File: src/rtl/alu_seq_if.sv
// alu_seq request/response bundle.
// Controller drives the request side, the ALU answers.
interface alu_seq_if #(
  parameter int WIDTH = 16
);
  logic             start;
  logic [2:0]       ALUop;
  logic [WIDTH-1:0] Ain;
  logic [WIDTH-1:0] Bin;
  logic             busy;
  logic             done;
  logic [WIDTH-1:0] out;
  logic [2:0]       Z;

  modport master (
    output start, ALUop, Ain, Bin,
    input  busy, done, out, Z
  );

  modport slave (
    input  start, ALUop, Ain, Bin,
    output busy, done, out, Z
  );
endinterface

File: src/rtl/alu_seq.sv
// Registered ALU with start/busy/done handshake.
// Single-cycle logic ops plus a shift-add iterative multiply.
module alu_seq #(
  parameter  int WIDTH = 16,
  localparam int SH_W  = $clog2(WIDTH)
) (
  input logic clk,
  input logic reset,
  alu_seq_if.slave bus
);

  typedef enum logic {
    IDLE,
    MUL
  } state_t;

  localparam logic [2:0] OP_ADD = 3'b000;
  localparam logic [2:0] OP_SUB = 3'b001;
  localparam logic [2:0] OP_AND = 3'b010;
  localparam logic [2:0] OP_NOT = 3'b011;
  localparam logic [2:0] OP_OR  = 3'b100;
  localparam logic [2:0] OP_XOR = 3'b101;
  localparam logic [2:0] OP_SHF = 3'b110;
  localparam logic [2:0] OP_MUL = 3'b111;

  localparam logic [SH_W:0] CNT_LAST = (SH_W+1)'(WIDTH);
  localparam logic [SH_W:0] CNT_ONE  = (SH_W+1)'(1);

  state_t state_q, state_d;

  logic [WIDTH-1:0] mcand_q;
  logic [WIDTH-1:0] mplr_q;
  logic [WIDTH:0]   acc_q;
  logic             lost_q;
  logic [SH_W:0]    cnt_q;

  logic [WIDTH-1:0] out_q, out_d;
  logic [2:0]       z_q, z_d;
  logic             done_q, done_d;

  logic [WIDTH-1:0] res;
  logic             ovf;
  logic [SH_W-1:0]  amt;
  logic [WIDTH:0]   add;
  logic [WIDTH:0]   acc_n;
  logic [SH_W:0]    cnt_n;
  logic             last;
  logic             accept;
  logic             go_mul;

  assign accept = bus.start && (state_q == IDLE);
  assign go_mul = accept && (bus.ALUop == OP_MUL);
  assign amt    = bus.Bin[SH_W-1:0];

  // Single-cycle result and signed overflow
  always_comb begin
    res = '0;
    ovf = 1'b0;
    unique case (bus.ALUop)
      OP_ADD: begin
        res = bus.Ain + bus.Bin;
        ovf = (bus.Ain[WIDTH-1] == bus.Bin[WIDTH-1]) &&
              (res[WIDTH-1] != bus.Ain[WIDTH-1]);
      end
      OP_SUB: begin
        res = bus.Ain - bus.Bin;
        ovf = (bus.Ain[WIDTH-1] != bus.Bin[WIDTH-1]) &&
              (res[WIDTH-1] != bus.Ain[WIDTH-1]);
      end
      OP_AND: res = bus.Ain & bus.Bin;
      OP_NOT: res = ~bus.Bin;
      OP_OR:  res = bus.Ain | bus.Bin;
      OP_XOR: res = bus.Ain ^ bus.Bin;
      OP_SHF: begin
        if (bus.Bin[WIDTH-1])
          res = WIDTH'($signed(bus.Ain) >>> amt);
        else if (bus.Bin[WIDTH-2])
          res = bus.Ain >> amt;
        else
          res = bus.Ain << amt;
      end
      OP_MUL: res = '0;
    endcase
  end

  // One shift-add step; bit WIDTH of acc is a sticky overflow
  always_comb begin
    add = {1'b0, acc_q[WIDTH-1:0]};
    if (mplr_q[0])
      add = {1'b0, acc_q[WIDTH-1:0]} + {1'b0, mcand_q};
    acc_n = {acc_q[WIDTH] | add[WIDTH] |
             (mplr_q[0] & lost_q),
             add[WIDTH-1:0]};
    cnt_n = cnt_q + CNT_ONE;
    last  = (cnt_n == CNT_LAST);
  end

  // Next state and registered-output load values
  always_comb begin
    state_d = state_q;
    out_d   = out_q;
    z_d     = z_q;
    done_d  = 1'b0;
    unique case (state_q)
      IDLE: begin
        if (bus.start) begin
          if (bus.ALUop == OP_MUL) begin
            state_d = MUL;
          end else begin
            out_d  = res;
            z_d    = {ovf, res[WIDTH-1], ~|res};
            done_d = 1'b1;
          end
        end
      end
      MUL: begin
        if (last) begin
          state_d = IDLE;
          out_d   = acc_n[WIDTH-1:0];
          z_d     = {acc_n[WIDTH],
                     acc_n[WIDTH-1],
                     ~|acc_n[WIDTH-1:0]};
          done_d  = 1'b1;
        end
      end
    endcase
  end

  // State and result registers
  always_ff @(posedge clk or posedge reset) begin
    if (reset) begin
      state_q <= IDLE;
      out_q   <= '0;
      z_q     <= '0;
      done_q  <= 1'b0;
    end else begin
      state_q <= state_d;
      out_q   <= out_d;
      z_q     <= z_d;
      done_q  <= done_d;
    end
  end

  // Multiplier datapath: load on accept, step while in MUL
  always_ff @(posedge clk or posedge reset) begin
    if (reset) begin
      mcand_q <= '0;
      mplr_q  <= '0;
      acc_q   <= '0;
      lost_q  <= 1'b0;
      cnt_q   <= '0;
    end else if (go_mul) begin
      mcand_q <= bus.Ain;
      mplr_q  <= bus.Bin;
      acc_q   <= '0;
      lost_q  <= 1'b0;
      cnt_q   <= '0;
    end else if (state_q == MUL) begin
      mcand_q <= mcand_q << 1;
      mplr_q  <= mplr_q >> 1;
      acc_q   <= acc_n;
      lost_q  <= lost_q | mcand_q[WIDTH-1];
      cnt_q   <= cnt_n;
    end
  end

  assign bus.busy = (state_q == MUL);
  assign bus.done = done_q;
  assign bus.out  = out_q;
  assign bus.Z    = z_q;

endmodule
File: src/flat_wrapper.sv
// flat-port wrapper written by rule: the top's interface ports become plain ports
module alu_seq_flat 
#(
  parameter  int WIDTH = 16,
  localparam int SH_W  = $clog2(WIDTH)
)
  (clk, reset, bus_start, bus_ALUop, bus_Ain, bus_Bin, bus_busy, bus_done, bus_out, bus_Z);
  alu_seq_if #(.WIDTH(WIDTH)) bus_i ();
  input logic clk;
  input logic reset;
  input wire logic [$bits(bus_i.start)-1:0] bus_start;
  input wire logic [$bits(bus_i.ALUop)-1:0] bus_ALUop;
  input wire logic [$bits(bus_i.Ain)-1:0] bus_Ain;
  input wire logic [$bits(bus_i.Bin)-1:0] bus_Bin;
  output wire logic [$bits(bus_i.busy)-1:0] bus_busy;
  output wire logic [$bits(bus_i.done)-1:0] bus_done;
  output wire logic [$bits(bus_i.out)-1:0] bus_out;
  output wire logic [$bits(bus_i.Z)-1:0] bus_Z;
  assign bus_i.start = bus_start;
  assign bus_i.ALUop = bus_ALUop;
  assign bus_i.Ain = bus_Ain;
  assign bus_i.Bin = bus_Bin;
  assign bus_busy = bus_i.busy;
  assign bus_done = bus_i.done;
  assign bus_out = bus_i.out;
  assign bus_Z = bus_i.Z;
  alu_seq #(.WIDTH(WIDTH)) u_core (.clk(clk), .reset(reset), .bus(bus_i));
endmodule
File: config.mk
export PLATFORM = sky130hd
export DESIGN_NAME = alu_seq_flat
export DESIGN_NICKNAME = d
export VERILOG_FILES = /design/src/rtl/alu_seq_if.sv /design/src/rtl/alu_seq.sv /design/src/flat_wrapper.sv
export SDC_FILE = /design/constraint.sdc
export NUM_CORES = 1
export LEC_CHECK = 0
export CORE_ASPECT_RATIO = 1.5
export CORE_MARGIN = 3
export CORE_UTILIZATION = 45
export DETAILED_ROUTE_END_ITERATION = 16
export DONT_BUFFER_PORTS = 1
export HOLD_SLACK_MARGIN = 0.03
export PLACE_DENSITY = 0.56
export SLEW_MARGIN = 10
export SYNTH_ARGS = -nofsm -noshare
export SYNTH_HDL_FRONTEND = slang
export SYNTH_SLANG_ARGS = --single-unit
File: constraint.sdc
create_clock -name clk -period 3.63 [get_ports clk]
set_clock_uncertainty 0.05 [all_clocks]
set_input_delay 0.726 -clock clk [delete_from_list [all_inputs] [get_ports clk]]
set_output_delay 0.726 -clock clk [all_outputs]
set_load 0.01 [all_outputs]
# Word level (Yosys, flattened, before mapping)
# Index checks and enable logic that the tools add are counted.
classes:
  n_addsub: 4
  n_eq_ne: 15
  shift: 3
  n_mux: 31
  bitwise_logic: 9
  reduce_logical: 11
op_table:
  columns: ["op", "count"]
  rows:
  - ["16-bit 2-to-1 mux", 9]
  - ["16-bit one-hot mux with 8 select lines", 1]
  - ["17-bit 2-to-1 mux", 3]
  - ["16-bit one-hot mux with 2 select lines", 1]
  - ["16-bit OR reduction", 2]
  - ["16-bit by 16-bit adder with 17-bit output", 1]
  - ["16-bit adder", 1]
  - ["16-bit bitwise AND", 1]
  - ["16-bit inverter", 1]
  - ["16-bit bitwise OR", 1]
  - ["16-bit by 4-bit << shifter with 16-bit output", 1]
  - ["16-bit by 4-bit >> shifter with 16-bit output", 1]
  - ["16-bit by 4-bit >>> shifter with 16-bit output", 1]
  - ["16-bit subtractor", 1]
  - ["16-bit XOR", 1]
  - ["3-bit equality test (second input constant)", 4]
  - ["5-bit 2-to-1 mux", 2]
  - ["3-bit 2-to-1 mux", 3]
  - ["1-bit 2-to-1 mux", 8]
  - ["3-bit by 2-bit equality test with 1-bit output (second input constant)", 2]
  - ["2-bit inequality test (second input constant)", 3]
  - ["1-bit one-hot mux with 2 select lines", 3]
  - ["3-bit one-hot mux with 2 select lines", 1]
  - ["5-bit by 1-bit adder with 5-bit output (second input constant)", 1]
  - ["other kinds (12)", 20]
totals:
  regBits: 76
  inputBits: 38
  wordCells: 82

# Longest topological paths before layout
# Gate-level depths: netlist of run 1.
depth:
  depth_word: 9
  depth_mapped: 14

# Worst setup path before layout of run 1
# Ideal clock, no wire load.
synth_path:
  path_type: "input port to flip-flop"
  startpoint: "input port bus_Bin[1]"
  endpoint: "register u_core.z_q[0], in the netlist u_core.bus.Z[0]"
  arrival_ns: 3.678
  required_ns: 3.488
  setup_slack_ns: -0.190
  path_stages: 13
  path_cell_list: "buf_2 -> buf_4 -> inv_1 -> ha_1 -> a211oi_1 -> o21bai_1 -> a2111oi_0 -> o31a_1 -> nor2_1 -> a221o_1 -> nor4_1 -> nand4b_1 -> o31ai_2"
synth_between:
  elab_chain_len: 9
synth_rtl:
  columns: ["element", "line_no", "text"]
  rows:
  - ["start, declared", "flat_wrapper.sv:14", "input wire logic [$bits(bus_i.Bin)-1:0] bus_Bin;"]
  - ["parallel branches: the longest is 3 deep, another holds 16-bit subtractor", null, null]
  - ["16-bit one-hot mux with 8 select lines (*)", "alu_seq.sv:59", "unique case (bus.ALUop)"]
  - ["16-bit OR reduction (*)", "alu_seq.sv:111", "z_d = {ovf, res[WIDTH-1], ~|res};"]
  - ["1-bit logical NOT (*)", "alu_seq.sv:111", null]
  - ["3-bit 2-to-1 mux (*)", "alu_seq.sv:107", "if (bus.ALUop == OP_MUL) begin"]
  - ["3-bit 2-to-1 mux (*)", "alu_seq.sv:106", "if (bus.start) begin"]
  - ["3-bit one-hot mux with 2 select lines (*)", "alu_seq.sv:104", "unique case (state_q)"]
  - ["end signal, assigned", "alu_seq.sv:139", "z_q <= z_d;"]
  - ["end, declared", "alu_seq.sv:38", "logic [2:0] z_q, z_d;"]
# Mark *: on every way between the ends. The select of a mux whose other input is x is not followed.
# A chain may end at the register's enable or synchronous reset.

# Worst setup path in the final report of run 1
layout_path:
  startpoint: "register u_core.acc_q[0]"
  endpoint: "register u_core.z_q[0], in the netlist u_core.bus.Z[0]"
layout_between:
  elab_chain_len: 6
layout_rtl:
  columns: ["element", "line_no", "text"]
  rows:
  - ["start, declared", "alu_seq.sv:33", "logic [WIDTH:0] acc_q;"]
  - ["start signal, assigned", "alu_seq.sv:161", "acc_q <= acc_n;"]
  - ["16-bit by 16-bit adder with 17-bit output", "alu_seq.sv:90", "add = {1'b0, acc_q[WIDTH-1:0]} + {1'b0, mcand_q};"]
  - ["17-bit 2-to-1 mux (*)", "alu_seq.sv:89", "if (mplr_q[0])"]
  - ["16-bit OR reduction (*)", "alu_seq.sv:122", "~|acc_n[WIDTH-1:0]};"]
  - ["1-bit logical NOT (*)", "alu_seq.sv:122", null]
  - ["3-bit 2-to-1 mux (*)", "alu_seq.sv:117", "if (last) begin"]
  - ["3-bit one-hot mux with 2 select lines (*)", "alu_seq.sv:104", null]
# Every way passes the cells marked *; elsewhere a longest branch is shown, timed or not. The select of a mux whose other input is x is not followed.

==> metrics, run 1 <==
result of the run finished clean; most common flop cell mapped by yosys sky130_fd_sc_hd__dfrtp_1; startpoint type of the worst setup path flip-flop; #FFs+latches synth 75; highest ir drop seen on vdd 225 uV; Seq/Total Area, Yosys a little over a fifth; antenna violations before repair 0; TritonCTS buffer count 9; count of unique library cells instantiated by Yosys 80; post-detailed-route count of antenna-violating nets 0; WS Path Type flip-flop to flip-flop; first-pass iteration count of the detailed router 5; worst-margin pin slew about 1.3 ns; combined global-route utilization of all metal layers approximately a third; number of sinks driven by the clock tree 75; routed via count 9273; Placeable Area about 0.019 mm2; nature of the critical path endpoint flip-flop; achievable clock frequency 298 MHz; number of flops mapped to enable cells by yosys 0; top cells by count, synth sky130_fd_sc_hd__nand2_1 (113), sky130_fd_sc_hd__a21oi_1 (108), sky130_fd_sc_hd__nor2_1 (108); Final TNS setup 0 ns; leading cell types by total area after synthesis sky130_fd_sc_hd__dfrtp_1 (21%), sky130_fd_sc_hd__ha_1 (9.1%), sky130_fd_sc_hd__a21oi_1 (6.1%), sky130_fd_sc_hd__o21ai_0 (5.0%), sky130_fd_sc_hd__nand2_1 (4.7%); maximum number of pins on one net before global-route repair 84; power density normalized to cell area roughly 430 mW/mm2; max-cap check violation count 0; Diodes inserted 0; clock latency on the worst-skew pair around 0.34 ns; yosys synthesis warning count 0; RePlAce Congestion 1.03; delay of the slowest critical-path stage 0.49 ns; fraction of final layout cells sized beyond drive strength 1 12.7%; Initial DRC Count 703; Final Setup Violations 0; clk buf depth 2; number of post-CTS setup repair buffers 0; first-pass GRT wire length between 50000 and 60000 um; syn_area_per_cell roughly 7.6 um2; count of mapped cells out of synthesis between 1000 and 1500; Detail Placement HPWL between 20000 and 30000 um; overall power 4250 uW; unrepaired setup endpoints after global routing false; post-cts gate resize count 0; clock root cell sky130_fd_sc_hd__clkbuf_16; mapped cell area 0.00893 mm2; most frequently used cell type in the post-synthesis netlist sky130_fd_sc_hd__nand2_1; share of flip-flops with an asynchronous set or reset after synthesis 100%; total congestion overflow after global routing 0; # hold bufs at CTS 0; clock input transition at the sequential cells of the worst setup and hold paths ~0.060 ns; TritonCTS clock tree yes; leakage power around 0.0041 uW; per-cell routed wire length ~24 um; Worst Path Required between 3 and 4 ns; Post-Synth Simple-Gate Area roughly a fifth; number of H-tree branching levels 3; worst-path maximum fanout 3; Layout Nets around 1300; cell taking the most area after synthesis sky130_fd_sc_hd__dfrtp_1; final clock period utilization by the worst path approximately 92%; Initial Utilization 46.2%; P&R area growth vs syn 9.49%; Crit path arrival time between 3 and 4 ns; fraction of the mapped netlist area in compound gates roughly 30%; final hold vios 0; utilization after layout slightly above 50%; area fraction of the dominant cell type after synthesis between 20% and 30%; minimum period implied by the final worst setup slack about 3.4 ns; cell-by-cell trace of the critical path ha_1 > inv_1 > fa_1 > xnor2_1 > mux2i_1 > or4bb_1 > nor4b_1 > nand4bb_1 > or4_1 > nor4_2 > a41oi_1 > o31ai_2; mux contribution to synthesized area between 10% and 20%; FP Rows 62; Die Span X around 120 um; Rel. slew slack approximately 14%; path class of the lowest-slack min-delay path input pin to asynchronous set/reset pin; Post-Synth XOR/XNOR Area under 10%; number of vias per cell around 6.5; Post-Syn Nets between 1000 and 1500; die area ~0.022 mm2; vertical die dimension ~180 um; final count of pins violating max slew 0; share of synthesized cell area in full adder, half adder and majority cells 9.78%; number of global-route vias before repair approximately 9000; detailed-route DRC error count 0; main combinational cell family by area after synthesis compound AO/OA/AOI/OAI gates; number of I/O port buffers 0; detailed-route wire length between 30000 and 40000 um; I/O pin total 59; standard cell with the maximum stage delay on the critical path sky130_fd_sc_hd__or4bb_1
==> state kept, by name, summed over array words and instances, names as in the netlist, 3 cells and up <==
register	count
u_core.acc_q	17
u_core.mcand_q	16
u_core.mplr_q	16
u_core.bus.out	15
u_core.cnt_q	5
u_core.bus.Z	3
==> cell usage in the layout (no fill, tap or decap), drive strengths merged, types with 13 or more instances in the layout <==
cell type	instances
a211oi	21
a21oi	108
a31oi	13
buf	75
dfrtp	75
ha	65
inv	61
mux2	18
mux2i	27
mux4	19
nand2	113
nand2b	18
nand3	31
nor2	108
nor2b	16
nor3	25
nor4	13
o211ai	22
o21a	14
o21ai	89
o22ai	17
xnor2	14
==> kinds of logic (layout without fill, tap and decap cells) <==
kind of cell | Yosys count | count (layout)
DFF | 75 | 75
AOI/OAI and AO/OA | 401 | 401
adders and majority gates | 68 | 68
muxes | 64 | 64
xor gates and xnor gates | 18 | 18
buffers and inverters | 158 | 157
and+or+nand+nor | 389 | 389
==> layout make-up <==
class                      count  area (um2)
clock inverter                 4        51.3
fill                        1929        9540
sequential                    75        1880
clock buffer                  11         243
tap                          256         320
multi-input combinational    940        6450
inverter                      67         256
timing repair buffer          75         576
==> critical path, delay by kind of cell, from the launching register on <==
kind	cells	cell delay (ns)
simple gates	5	1.64
fa+ha+maj	2	0.58
flops	1	0.38
compound gates	2	0.27
mux	1	0.16
xor+xnor	1	0.14
buf+inv	1	0.05
==> routing by layer <==
| layer | global-route usage, % | up-vias | share of wire, % |
|---|---|---|---|
| met3 | 3.20 | 101 | 4.2 |
| met5 | 0 | - | 0 |
| met1 | 35.5 | 4501 | 38 |
| met4 | 17.6 | 0 | 5.8 |
| li1 | - | 4320 | - |
| met2 | 57.9 | 351 | 52 |
==> report_power, final <==
| group | switching, uW | internal (uW) | total (uW) |
|---|---|---|---|
| combinational | 1130 | 817 | 1940 |
| clock | 348 | 547 | 895 |
| sequential | 291 | 1120 | 1410 |
==> per-stage QoR <==
stage | hold slack (ns) | area, um2 | setup slack [ns] | instances
2_1_floorplan | 0.400 | 8950 | 0.00114 | 1173
3_3_place_gp | 0.413 | 9480 | 0.0497 | 1413
3_5_place_dp | 0.421 | 9480 | 0.102 | 1413
4_1_cts | 0.305 | 9770 | 0.170 | 1428
5_1_grt | 0.324 | 9780 | 0.0230 | 1428
6_report | 0.296 | 9780 | 0.272 | 1428
==> final timing paths <==
path | slack, ns | startpoint | depth (start not counted) | to
max | 0.27 | u_core.acc_q[0]$_DFFE_PP0P_ | 12 | u_core.bus.Z[0]$_DFFE_PP0P_
min | 0.30 | reset | 2 | u_core.mplr_q[14]$_DFFE_PP0P_
max reg2reg | 0.27 | u_core.acc_q[0]$_DFFE_PP0P_ | 12 | u_core.bus.Z[0]$_DFFE_PP0P_
min reg2reg | 0.44 | u_core.mplr_q[5]$_DFFE_PP0P_ | 2 | u_core.mplr_q[4]$_DFFE_PP0P_
max in group asynchronous | 2.72 | reset | 2 | u_core.acc_q[3]$_DFFE_PP0P_
min in group clk | 0.44 | u_core.mplr_q[5]$_DFFE_PP0P_ | 2 | u_core.mplr_q[4]$_DFFE_PP0P_
No activity file was read; power rests on OpenSTA's default activity.
==> run 2: changes to the inputs <==
--- a/config.mk
+++ b/config.mk
@@ -11,7 +11,6 @@
 export DETAILED_ROUTE_END_ITERATION = 16
 export DONT_BUFFER_PORTS = 1
 export HOLD_SLACK_MARGIN = 0.03
-export PLACE_DENSITY = 0.56
 export SLEW_MARGIN = 10
 export SYNTH_ARGS = -nofsm -noshare
 export SYNTH_HDL_FRONTEND = slang
==> constraint.sdc (replaced) <==
create_clock -name clk -period 3.63 [get_ports clk]
set_clock_uncertainty 0.05 [all_clocks]
set_input_delay 0.726 -clock clk [delete_from_list [all_inputs] [get_ports clk]]
set_output_delay 0.726 -clock clk [all_outputs]
set_load 0.05 [all_outputs]
==> run 2 against run 1 <==
Against the previous run:
- combinational power about the same
- first-iteration DRC count fell by 0.85%
- clock-buffer cell count is 1 higher
- final cell count fell by 0.35%
- sequential power increased by 21%
- sequential cell count unchanged
- critical path depth did not move
- critical path type unchanged
- register-to-register slack is essentially flat
- largest cell class unchanged
==> metrics, run 2 (synthesis results as in run 1) <==
result of the run finished clean; clock input transition at the sequential cells of the worst setup and hold paths 0.06 ns (about the same); Detail Placement HPWL 24600 um (-8.4%); final hold vios 0 (unchanged); registers with the most flip-flops u_core.acc_q (17), u_core.mcand_q (16), u_core.mplr_q (16); FP Rows 62 (unchanged); post-detailed-route count of antenna-violating nets 0 (unchanged); die area 0.0216 mm2 (unchanged); CP delay by family, top simple AND/OR/NAND/NOR gates; r2r worst-path depth 12 (unchanged); clk buf depth 2 (unchanged); total buffers and inverters traversed by the critical path 1 (unchanged); clock root cell sky130_fd_sc_hd__clkbuf_16; worst-margin pin slew 0.913 ns (-0.348 ns); fraction of final layout cells sized beyond drive strength 1 12.3% (-0.37 points); setup slack after placement 0.0267 ns (-0.0756 ns); number of H-tree branching levels 3 (unchanged); number of global-route vias before repair 8774 (-2.8%); Layout Nets 1268 (-0.47%); minimum period implied by the final worst setup slack 3.35 ns (-0.00468 ns); highest ir drop seen on vdd 276 uV (+23%); cell-by-cell trace of the critical path ha_1 > inv_1 > fa_1 > xnor2_1 > mux2i_1 > or4bb_1 > nor4b_2 > nand4bb_1 > or4_1 > nor4_1 > a41oi_1 > o31ai_2; standard cell with the maximum stage delay on the critical path sky130_fd_sc_hd__or4bb_1; Die Span X 121 um (unchanged); detailed-route DRC error count 0 (unchanged); unrepaired setup endpoints after global routing false; Final TNS setup 0 ns (unchanged); Initial Utilization 46.2% (unchanged); first-pass iteration count of the detailed router 5 (unchanged); TritonCTS clock tree yes; routed via count 9122 (-1.6%); startpoint type of the worst setup path flip-flop; per-cell routed wire length 22.3 um (-6.3%); detailed-route wire length 31800 um (-6.7%); vertical die dimension 179 um (unchanged); maximum number of pins on one net before global-route repair 64 (-24%); final clock period utilization by the worst path 92.4% (-0.13 points); delay of the slowest critical-path stage 0.51 ns (+0.02 ns); clock latency on the worst-skew pair 0.34 ns (about the same); power density normalized to cell area 473 mW/mm2 (+8.9%); number of I/O port buffers 0 (unchanged); Crit path arrival time 3.55 ns (about the same); WS Path Type flip-flop to flip-flop; number of sinks driven by the clock tree 75 (unchanged); achievable clock frequency 298 MHz (+0.14%); combined global-route utilization of all metal layers 29.7% (-1.9 points); number of vias per cell 6.41 (-1.3%); path class of the lowest-slack min-delay path input pin to asynchronous set/reset pin; Final Setup Violations 0 (unchanged); Placeable Area 0.0193 mm2 (unchanged); max-cap check violation count 0 (unchanged); final count of pins violating max slew 0 (unchanged); Final Worst Setup Slack 0.277 ns (+0.00468 ns); Diodes inserted 0 (unchanged); number of flip-flops in the largest register 17 (unchanged); Worst Path Required 3.83 ns (about the same); nature of the critical path endpoint flip-flop; WP depth 12 (unchanged); total congestion overflow after global routing 0 (unchanged); P&R area growth vs syn 9.54% (about the same); Initial DRC Count 697 (-0.85%); antenna violations before repair 0 (unchanged); TritonCTS buffer count 9 (unchanged); register ranked first by flip-flop count u_core.acc_q; leakage power 0.00411 uW (-0.14%); most common library cell in the layout ignoring fill and taps sky130_fd_sc_hd__nand2_1; number of post-CTS setup repair buffers 0 (unchanged); highest-count cells in the layout ignoring fill and taps sky130_fd_sc_hd__nand2_1 (113), sky130_fd_sc_hd__nor2_1 (108), sky130_fd_sc_hd__a21oi_1 (108), sky130_fd_sc_hd__o21ai_0 (89), sky130_fd_sc_hd__dfrtp_1 (74); worst-path maximum fanout 3 (unchanged); I/O pin total 59 (unchanged); first-pass GRT wire length 50000 um (-5.1%); Rel. slew slack 39.1% (+25 points); # hold bufs at CTS 0 (unchanged); RePlAce Congestion 1.02 (-0.67%)
## run 2: cell count changes in the layout (fill, tap and decap cells not counted), sizes merged
cell and change:
buf -6, bufinv +1, clkbuf +1, clkinv -1
## run 2: repair_timing
item / in CTS / in global routing
setup endpoints to repair: 0 / 1
hold endpoints to repair: 0 / 0
gates resized for setup: 0 / 1
## run 2: metrics by stage
step / util (%) / hold slack (ns) / instance area [um2] / cells / total power, uW
5_1_grt: 50.6 / 0.247 / 9780 / 1423 / 4950
2_1_floorplan: - / 0.400 / 8950 / 1173 / 3100
6_report: 50.6 / 0.222 / 9780 / 1423 / 4630
4_1_cts: 50.6 / 0.234 / 9780 / 1423 / 4640
3_3_place_gp: 48.9 / 0.411 / 9450 / 1407 / 3590
3_5_place_dp: 48.9 / 0.425 / 9450 / 1407 / 3620
## run 2: area by class of cell
cell class              count  area [um2]
clock inverters             4        72.6
fillers                  1908        9530
flip-flops and latches     75        1880
well taps                 256         320
inverters                  67         256
multi-input cells         940        6450
clock buffers              12         256
repair buffers             69         543
## run 2: worst paths after layout
check	from	endpoint	slack [ns]
setup / recovery	u_core.acc_q[0]$_DFFE_PP0P_	u_core.bus.Z[0]$_DFFE_PP0P_	0.28
hold / removal	reset	u_core.bus.out[13]$_DFFE_PP0P_	0.22
setup reg to reg	u_core.acc_q[0]$_DFFE_PP0P_	u_core.bus.Z[0]$_DFFE_PP0P_	0.28
hold reg to reg	u_core.mplr_q[13]$_DFFE_PP0P_	u_core.mplr_q[12]$_DFFE_PP0P_	0.43
max in group asynchronous	reset	u_core.mplr_q[6]$_DFFE_PP0P_	2.50
min in group clk	u_core.mplr_q[13]$_DFFE_PP0P_	u_core.mplr_q[12]$_DFFE_PP0P_	0.43
## run 2: worst reg2reg max path, stage by stage, from the launching register on
cell	delay, ns
sky130_fd_sc_hd__dfrtp_1	0.37
sky130_fd_sc_hd__ha_1	0.19
sky130_fd_sc_hd__inv_1	0.06
sky130_fd_sc_hd__fa_1	0.39
sky130_fd_sc_hd__xnor2_1	0.14
sky130_fd_sc_hd__mux2i_1	0.16
sky130_fd_sc_hd__or4bb_1	0.51
sky130_fd_sc_hd__nor4b_2	0.28
sky130_fd_sc_hd__nand4bb_1	0.15
sky130_fd_sc_hd__or4_1	0.45
sky130_fd_sc_hd__nor4_1	0.23
sky130_fd_sc_hd__a41oi_1	0.18
sky130_fd_sc_hd__o31ai_2	0.09
## run 2: metal layers
metal | share of wire (%) | track usage, %
met5 | 0 | 0
met3 | 4.9 | 4.41
met4 | 6.7 | 18.0
met2 | 50 | 51.7
met1 | 38 | 34.2
## run 2: report_power, final
part / internal, uW / switching, uW / leakage, uW
combinational: 820 / 1090 / 0.00298
sequential: 1110 / 598 / 0.000969
clock: 639 / 368 / 0.000159
